## src/rtl/fifo_rd_ctrl_if.sv

```systemverilog
// Read-side FIFO controller bus: synchronized write pointer, memory read port,
// published read pointer, status, the output stream, and debug state.
interface fifo_rd_ctrl_if #(
    parameter int DATA_WIDTH = 8,
    parameter int DEPTH      = 8
);
    localparam int ADDR_WIDTH = $clog2(DEPTH);

    logic [ADDR_WIDTH:0]   sync_wptr;
    logic [DATA_WIDTH-1:0] mem_rdata;
    logic                  mem_ren;
    logic [ADDR_WIDTH-1:0] mem_raddr;
    logic [ADDR_WIDTH:0]   rptr_gray;
    logic                  empty;
    logic [ADDR_WIDTH:0]   fifo_level;
    logic [DATA_WIDTH-1:0] out_data;
    logic                  out_valid;
    logic                  out_ready;
    logic [1:0]            dbg_occ;
    logic                  dbg_pend;

    // Output stream: a word transfers on a cycle where out_valid && out_ready;
    // while out_valid && !out_ready, out_data and out_valid hold steady.
    modport master (
        input  sync_wptr, mem_rdata, out_ready,
        output mem_ren, mem_raddr, rptr_gray, empty, fifo_level,
               out_data, out_valid, dbg_occ, dbg_pend
    );

    modport slave (
        output sync_wptr, mem_rdata, out_ready,
        input  mem_ren, mem_raddr, rptr_gray, empty, fifo_level,
               out_data, out_valid, dbg_occ, dbg_pend
    );
endinterface

```

## src/rtl/fifo_rd_ctrl.sv

```systemverilog
// Async FIFO read-side controller: empty detection against the synchronized
// write pointer, credit-based memory reads and a 2-entry FWFT output buffer.
module fifo_rd_ctrl #(
    parameter int DATA_WIDTH = 8,
    parameter int DEPTH      = 8
) (
    input  logic           CLK,
    input  logic           RST,
    fifo_rd_ctrl_if.master bus
);
    localparam int ADDR_WIDTH = $clog2(DEPTH);
    localparam int PW         = ADDR_WIDTH + 1;

    typedef enum logic [1:0] {
        OCC_0 = 2'd0,
        OCC_1 = 2'd1,
        OCC_2 = 2'd2
    } occ_t;

    occ_t                  occ_q, occ_d;
    logic [PW-1:0]         rptr_bin_q, rptr_gray_q, rptr_bin_inc, wptr_bin;
    logic                  pend_q;
    logic [DATA_WIDTH-1:0] e0_q, e1_q, e0_d, e1_d;
    logic                  empty, pop, push, issue;
    logic [2:0]            credit;

    function automatic logic [PW-1:0] gray2bin(input logic [PW-1:0] g);
        logic [PW-1:0] b;
        b[PW-1] = g[PW-1];
        for (int i = PW - 2; i >= 0; i--) begin
            b[i] = b[i+1] ^ g[i];
        end
        return b;
    endfunction

    assign wptr_bin     = gray2bin(bus.sync_wptr);
    assign empty        = (rptr_gray_q == bus.sync_wptr);
    assign pop          = (occ_q != OCC_0) && bus.out_ready;
    assign push         = pend_q;
    assign rptr_bin_inc = rptr_bin_q + PW'(1);

    // Slots already claimed after this cycle's pop; issuing only at <= 1
    // guarantees the in-flight word always has room when it lands.
    assign credit = {1'b0, occ_q} + {2'b00, pend_q} - {2'b00, pop};
    assign issue  = !empty && (credit <= 3'd1);

    always_comb begin
        occ_d = occ_q;
        e0_d  = e0_q;
        e1_d  = e1_q;
        case ({push, pop})
            2'b10: begin
                case (occ_q)
                    OCC_0: begin
                        e0_d  = bus.mem_rdata;
                        occ_d = OCC_1;
                    end
                    OCC_1: begin
                        e1_d  = bus.mem_rdata;
                        occ_d = OCC_2;
                    end
                    default: occ_d = occ_q;
                endcase
            end
            2'b01: begin
                e0_d  = e1_q;
                occ_d = (occ_q == OCC_2) ? OCC_1 : OCC_0;
            end
            2'b11: begin
                if (occ_q == OCC_1) begin
                    e0_d = bus.mem_rdata;
                end else begin
                    e0_d = e1_q;
                    e1_d = bus.mem_rdata;
                end
            end
            default: ;
        endcase
    end

    always_ff @(posedge CLK or negedge RST) begin
        if (!RST) begin
            rptr_bin_q  <= '0;
            rptr_gray_q <= '0;
            pend_q      <= 1'b0;
            occ_q       <= OCC_0;
            e0_q        <= '0;
            e1_q        <= '0;
        end else begin
            if (issue) begin
                rptr_bin_q  <= rptr_bin_inc;
                rptr_gray_q <= rptr_bin_inc ^ (rptr_bin_inc >> 1);
            end
            pend_q <= issue;
            occ_q  <= occ_d;
            e0_q   <= e0_d;
            e1_q   <= e1_d;
        end
    end

    assign bus.mem_ren    = issue;
    assign bus.mem_raddr  = rptr_bin_q[ADDR_WIDTH-1:0];
    assign bus.rptr_gray  = rptr_gray_q;
    assign bus.empty      = empty;
    assign bus.fifo_level = wptr_bin - rptr_bin_q;
    assign bus.out_data   = e0_q;
    assign bus.out_valid  = (occ_q != OCC_0);
    assign bus.dbg_occ    = occ_q;
    assign bus.dbg_pend   = pend_q;
endmodule

```

## src/flat_wrapper.sv

```systemverilog
// flat-port wrapper written by rule: the top's interface ports become plain ports
module fifo_rd_ctrl_flat 
#(
    parameter int DATA_WIDTH = 8,
    parameter int DEPTH      = 8
)
  (CLK, RST, bus_sync_wptr, bus_mem_rdata, bus_out_ready, bus_mem_ren, bus_mem_raddr, bus_rptr_gray, bus_empty, bus_fifo_level, bus_out_data, bus_out_valid, bus_dbg_occ, bus_dbg_pend);
  fifo_rd_ctrl_if #(.DATA_WIDTH(DATA_WIDTH), .DEPTH(DEPTH)) bus_i ();
  input  logic CLK;
  input  logic RST;
  input wire logic [$bits(bus_i.sync_wptr)-1:0] bus_sync_wptr;
  input wire logic [$bits(bus_i.mem_rdata)-1:0] bus_mem_rdata;
  input wire logic [$bits(bus_i.out_ready)-1:0] bus_out_ready;
  output wire logic [$bits(bus_i.mem_ren)-1:0] bus_mem_ren;
  output wire logic [$bits(bus_i.mem_raddr)-1:0] bus_mem_raddr;
  output wire logic [$bits(bus_i.rptr_gray)-1:0] bus_rptr_gray;
  output wire logic [$bits(bus_i.empty)-1:0] bus_empty;
  output wire logic [$bits(bus_i.fifo_level)-1:0] bus_fifo_level;
  output wire logic [$bits(bus_i.out_data)-1:0] bus_out_data;
  output wire logic [$bits(bus_i.out_valid)-1:0] bus_out_valid;
  output wire logic [$bits(bus_i.dbg_occ)-1:0] bus_dbg_occ;
  output wire logic [$bits(bus_i.dbg_pend)-1:0] bus_dbg_pend;
  assign bus_i.sync_wptr = bus_sync_wptr;
  assign bus_i.mem_rdata = bus_mem_rdata;
  assign bus_i.out_ready = bus_out_ready;
  assign bus_mem_ren = bus_i.mem_ren;
  assign bus_mem_raddr = bus_i.mem_raddr;
  assign bus_rptr_gray = bus_i.rptr_gray;
  assign bus_empty = bus_i.empty;
  assign bus_fifo_level = bus_i.fifo_level;
  assign bus_out_data = bus_i.out_data;
  assign bus_out_valid = bus_i.out_valid;
  assign bus_dbg_occ = bus_i.dbg_occ;
  assign bus_dbg_pend = bus_i.dbg_pend;
  fifo_rd_ctrl #(.DATA_WIDTH(DATA_WIDTH), .DEPTH(DEPTH)) u_core (.CLK(CLK), .RST(RST), .bus(bus_i));
endmodule
```

## config.mk

```make
export PLATFORM = sky130hd
export DESIGN_NAME = fifo_rd_ctrl_flat
export DESIGN_NICKNAME = d
export VERILOG_FILES = /design/src/rtl/fifo_rd_ctrl_if.sv /design/src/rtl/fifo_rd_ctrl.sv /design/src/flat_wrapper.sv
export SDC_FILE = /design/constraint.sdc
export NUM_CORES = 1
export LEC_CHECK = 0
export ABC_AREA = 1
export ABC_CLOCK_PERIOD_IN_PS = 2800
export CAP_MARGIN = 20
export CELL_PAD_IN_SITES_DETAIL_PLACEMENT = 1
export CELL_PAD_IN_SITES_GLOBAL_PLACEMENT = 2
export CORE_AREA = 4 4 88 90
export DETAILED_ROUTE_END_ITERATION = 16
export DIE_AREA = 0 0 92 94
export GPL_ROUTABILITY_DRIVEN = 1
export PLACE_DENSITY_LB_ADDON = 0.1
export SLEW_MARGIN = 10
export SYNTH_ARGS = -nofsm -noshare
export SYNTH_HDL_FRONTEND = slang
export SYNTH_SLANG_ARGS = --single-unit
```

## constraint.sdc

```tcl
create_clock -name CLK -period 2.8 [get_ports CLK]
set_clock_uncertainty 0.1 [all_clocks]
set_input_delay 0.28 -clock CLK [delete_from_list [all_inputs] [get_ports CLK]]
set_output_delay 0.28 -clock CLK [all_outputs]
set_load 0.005 [all_outputs]
```

# Yosys cells after proc, flatten, opt, wreduce, memory -nomap -nowiden
# Index checks and enable logic that the tools add are counted.
[word_totals]
ff_bits = 27
in_bits = 15
out_inout_bits = 25
wordCells = 43
[classes]
n_addsub = 4
n_lt_le_gt_ge = 1
n_eq_ne = 9
n_mux = 8
n_bitwise = 4
reduce_logical = 11
[ops]
columns = ["cell", "count"]
rows = [
  ["2-to-1 mux 8 bit", 3],
  ["one-hot mux 8 bit (3 select lines)", 1],
  ["one-hot mux 8 bit (2 select lines)", 1],
  ["one-hot mux 2 bit (2 select lines)", 2],
  ["== test 2 bit, second input constant", 3],
  ["AND reduction 2 bit", 3],
  ["nonzero test 2 bit", 3],
  ["adder 4 x 1 -> 4 bit, second input constant", 1],
  ["== test 2 x 1 -> 1 bit, second input constant", 2],
  ["== test 4 bit", 1],
  ["subtractor 4 bit", 1],
  ["bitwise XOR 4 x 3 -> 4 bit", 1],
  ["adder 2 x 1 -> 3 bit", 1],
  ["<= comparator 3 x 1 -> 1 bit, second input constant", 1],
  ["inequality test 3 x 1 -> 1 bit, second input constant", 1],
  ["nonzero test 3 bit", 1],
  ["subtractor 3 x 1 -> 3 bit", 1],
  ["bitwise XOR 1 bit", 3],
  ["logical AND 1 bit", 2],
  ["zero test 2 bit", 1],
  ["inequality test 2 x 1 -> 1 bit, second input constant", 1],
  ["inequality test 2 bit, second input constant", 1],
  ["zero test 1 bit", 1],
  ["2-to-1 mux 1 bit", 1],
]

# Depth between registers and ports, before layout
[logic_depth]
ltp_word = 5
mapped_depth = 14
depth_no_buf = 13

# Worst setup path before layout
# OpenSTA, ideal clock, no wires.
[synth_timing]
path_type = "flip-flop to output port"
startpoint = "reg u_core.occ_q[1], in the netlist u_core.bus.dbg_occ[1]"
endpoint = "out bus_mem_ren"
arrival_ps = 2074
required_ps = 2420
path_slack_ps = 346
stages_incl_launch_ff = 12
n_path_buf = 0
cell_sequence = "dfrtp_1 > nor2_1 > nor2_1 > nand2_1 > nand2_1 > ha_1 > inv_1 > fa_1 > o21ai_0 > a21oi_2 > nand2_2 > inv_1"
[synth_via]
elab_chain_cells = 5
word_cells_on_any_way = 6
cone_classes = "add/sub: 2; order compare: 1; reduce/logical: 3"
[synth_rtl]
columns = ["item", "line", "source"]
rows = [
  ["start: declaration", "fifo_rd_ctrl.sv:20", "occ_t occ_q, occ_d;"],
  ["start signal: assignment", "fifo_rd_ctrl.sv:86", "occ_q <= OCC_0;"],
  ["start signal: assignment", "fifo_rd_ctrl.sv:95", "occ_q <= occ_d;"],
  ["branches (longest 2 deep; another with adder 2 x 1 -> 3 bit)", "--", ""],
  ["subtractor 3 x 1 -> 3 bit *", "fifo_rd_ctrl.sv:44", "assign credit = {1'b0, occ_q} + {2'b00, pend_q} - {2'b00, pop};"],
  ["<= comparator 3 x 1 -> 1 bit *", "fifo_rd_ctrl.sv:45", "assign issue = !empty && (credit <= 3'd1);"],
  ["logical AND 1 bit *", "fifo_rd_ctrl.sv:45", ""],
  ["end: declaration", "flat_wrapper.sv:14", "output wire logic [$bits(bus_i.mem_ren)-1:0] bus_mem_ren;"],
]
# Every way passes the cells marked *.

# Worst setup path in the final report
[layout_timing]
startpoint = "reg u_core.occ_q[0], in the netlist u_core.bus.dbg_occ[0]"
endpoint = "out bus_mem_ren"
# The elaborated chain is that of the path after synthesis.

==> metrics.md <==
| Metric | Value |
|---|---|
| Outcome | complete, no violations |
| Ys Warns | 0 |
| Most common cell after layout, fill and taps aside | nand2_1 |
| RSZ-0062 raised after global routing | yes |
| Synth cell types | 25 |
| Clock Latency Late Sink | 270 ps |
| Worst setup EP type | output pin |
| Synthesized area | around 0.0018 mm2 |
| Drt via density | around 4.3 |
| Initial Util | about 26% |
| Pin count of the biggest net entering global routing | 27 |
| Vias | roughly 1.8k |
| Slack of the critical path | just under 200 ps |
| Pre-CTS setup slack | -291 ps |
| Tmin final | 2610 ps |
| First-pass DRT Iterations | 4 |
| Final Hold Fails | 0 |
| Final core occ | 35.6% |
| Post-synthesis mux area share | 0% |
| Post-Synth XOR/XNOR Area | 1.92% |
| Initial antenna violation count | 0 |
| Synth Register Bits | 26 |
| Layout net count | 354 |
| CTS tree | built |
| # DRC | 0 |
| Period Utilization, post-route | between 90% and 100% |
| Antenna viol nets, final | 0 |
| Grt total ovfl | 0 |
| Core Region | ~0.007 mm2 |
| Hold-fix buffers, CTS | 0 |
| # setup viols final | 0 |
| Sequential area share after synthesis | a little over a third |
| Vias in the first global route | approximately 1.8k |
| Die X-Extent | between 90 and 100 um |
| Post-synthesis instance total | ~270 |
| CTS Buf Count | 3 |
| Die Height | between 90 and 100 um |
| Global Route Usage Sum | 12.8% |
| Crit path DAT | 2230 ps |
| Initial DRC count | 68 |
| Std cell rows | 31 |
| Clock Path Buffers | 2 |
| Proportion of layout cells with a drive suffix above 1 | 12.4% |
| Final wirelength | 5.32 mm |
| Most frequent cells in the layout | nand2_1, inv_1, clkdlybuf4s50_1 |
| Inserted Diodes | 0 |
| Worst Path Required | roughly 2400 ps |
| Largest family of logic cells by synthesized area | simple AND/OR/NAND/NOR gates |
| Mean Syn Cell Area | 6.67 um2 |
| Crit path kind | reg -> out |
| Critical path fanouts, max | 6 |
| Final GP Congestion | ~0.73 |
| Die ar. | 0.00865 mm2 |
| Startpoint Class | flop |
| Number of primary I/O pins | 40 |
| Slew HR | between 70% and 80% |
| Hold crit path type | in -> async |
| Leakage | about 1.3 nW |
| Compound-Gate Fraction of Synth Area | around 7.8% |
| First-pass GRT wire length | just under 9 mm |
| Synth-to-Final Area Change | 38.1% |
| Post-synthesis simple-gate area fraction | between 30% and 40% |
| Pin slew with the least headroom to its limit | roughly 370 ps |
| Max IR drop VDD | about 0.34 mV |
| Clock Sinks | 26 |
| Adder and majority gate portion of the synthesized area | 5.64% |
| PD cells | about 1200 mW/mm2 |
| Syn nets | between 200 and 300 |
| Wirelength per Cell | ~12 um |
| # Max-Cap Violations | 0 |
| Root buf cell | clkbuf_8 |
| Worst-path clk slew | roughly 100 ps |
| Fmax achieved | 383 MHz |
| DP HPWL | roughly 4.2 mm |
| TNS Setup | 0 ps |
| Fill count | a little over 900 |
| Fin Hold WS | between 200 and 300 ps |
| Slew Limit Fails | 0 |
| I/O Buffers | 39 |
| CTS H-tree lvls | 1 |
==> final timing paths <==
kind / startpoint / end / slack (ps) / cells after the start
setup / recovery: u_core.bus.dbg_occ[0] / bus_mem_ren / 190 / 12
hold / removal: RST / u_core.bus.out_data[0] / 270 / 2
setup reg to reg: u_core.bus.dbg_occ[0] / u_core.bus.rptr_gray[1] / 340 / 15
hold reg to reg: u_core.bus.out_data[6] / u_core.bus.out_data[6] / 390 / 2
max in group asynchronous: RST / u_core.bus.dbg_occ[0] / 2030 / 2
min in group CLK: u_core.bus.out_data[6] / u_core.bus.out_data[6] / 390 / 2
==> stage by stage <==
stage | cells | total power, mW | cell area, um2
global route | 430 | 3.24 | 2510
finish | 430 | 2.90 | 2510
floorplan | 273 | 1.80 | 1820
global placement | 422 | 2.62 | 2420
CTS | 430 | 2.96 | 2500
detailed placement | 422 | 2.64 | 2420
==> synthesized netlist by cell type <==
cell type    n  area (um2)
nand2_1    104         390
inv_2        3        11.3
a21oi_2      1        8.76
nor2_1      18        67.6
nand2_2      4        25.0
buf_6        1        11.3
ha_1         5        62.6
buf_4        3        22.5
a21oi_1      1        5.00
nand3b_1     1        7.51
inv_1       37         139
o21ai_2      1        8.76
nand4_1      2        12.5
xor2_1       2        17.5
xnor2_1      2        17.5
buf_2        1        5.00
fa_1         2        40.0
o21ai_0     16        80.1
o21ai_1      8        40.0
nand3_1     29         145
or2_2        1        6.26
or2_0        2        12.5
dfrtp_1     26         651
nand2_4      2        22.5
nor2_4       1        11.3
==> report_power, final <==
part	internal [mW]	switching (mW)
Sequential	0.568	0.157
Combinational	0.903	1.02
Clock	0.126	0.132
==> critical path: stages, from the launching register on <==
cell	delay, ps
dfrtp_2	450
nor2_2	160
nor2_2	50
nand2_1	70
nand2_1	60
ha_1	170
inv_1	60
fa_1	400
o21ai_1	100
a21oi_2	60
nand2_2	70
inv_1	50
dlygate4sd2_1	250
==> flip-flops by register name, summed over array words and instances (netlist names) <==
signal,flops
u_core.bus.dbg_pend,1
u_core.bus.out_data,8
u_core.rptr_bin_q,4
u_core.e1_q,8
u_core.bus.rptr_gray,3
u_core.bus.dbg_occ,2
==> kinds of logic after synthesis <==
family	Yosys count
xor+xnor	4
compound gates	27
fa+ha+maj	7
flops	26
simple gates	164
buf+inv	45
==> per-layer routing <==
metal,global-route usage (%),routed length [um],vias up
li1,-,-,959
met1,16.6,2620,839
met2,22.8,2500,28
met3,1.52,173,2
met4,2.60,30,0
met5,0,0,-
==> final cells by class <==
class | instances | area (um2) | share of cell area [%]
Multi-Input combinational cell | 202 | 993 | 39.5
Sequential cell | 26 | 652 | 25.9
Timing Repair Buffer | 59 | 539 | 21.5
Inverter | 40 | 150 | 5.97
Tap cell | 99 | 124 | 4.93
Clock buffer | 4 | 55.1 | 2.19
==> timing repair <==
action,in CTS,in global routing
endpoints found under the setup margin,4,3
gates resized for setup,7,5
pin swaps,1,1
buffers inserted,4,0
No activity file was read; power rests on OpenSTA's default activity.
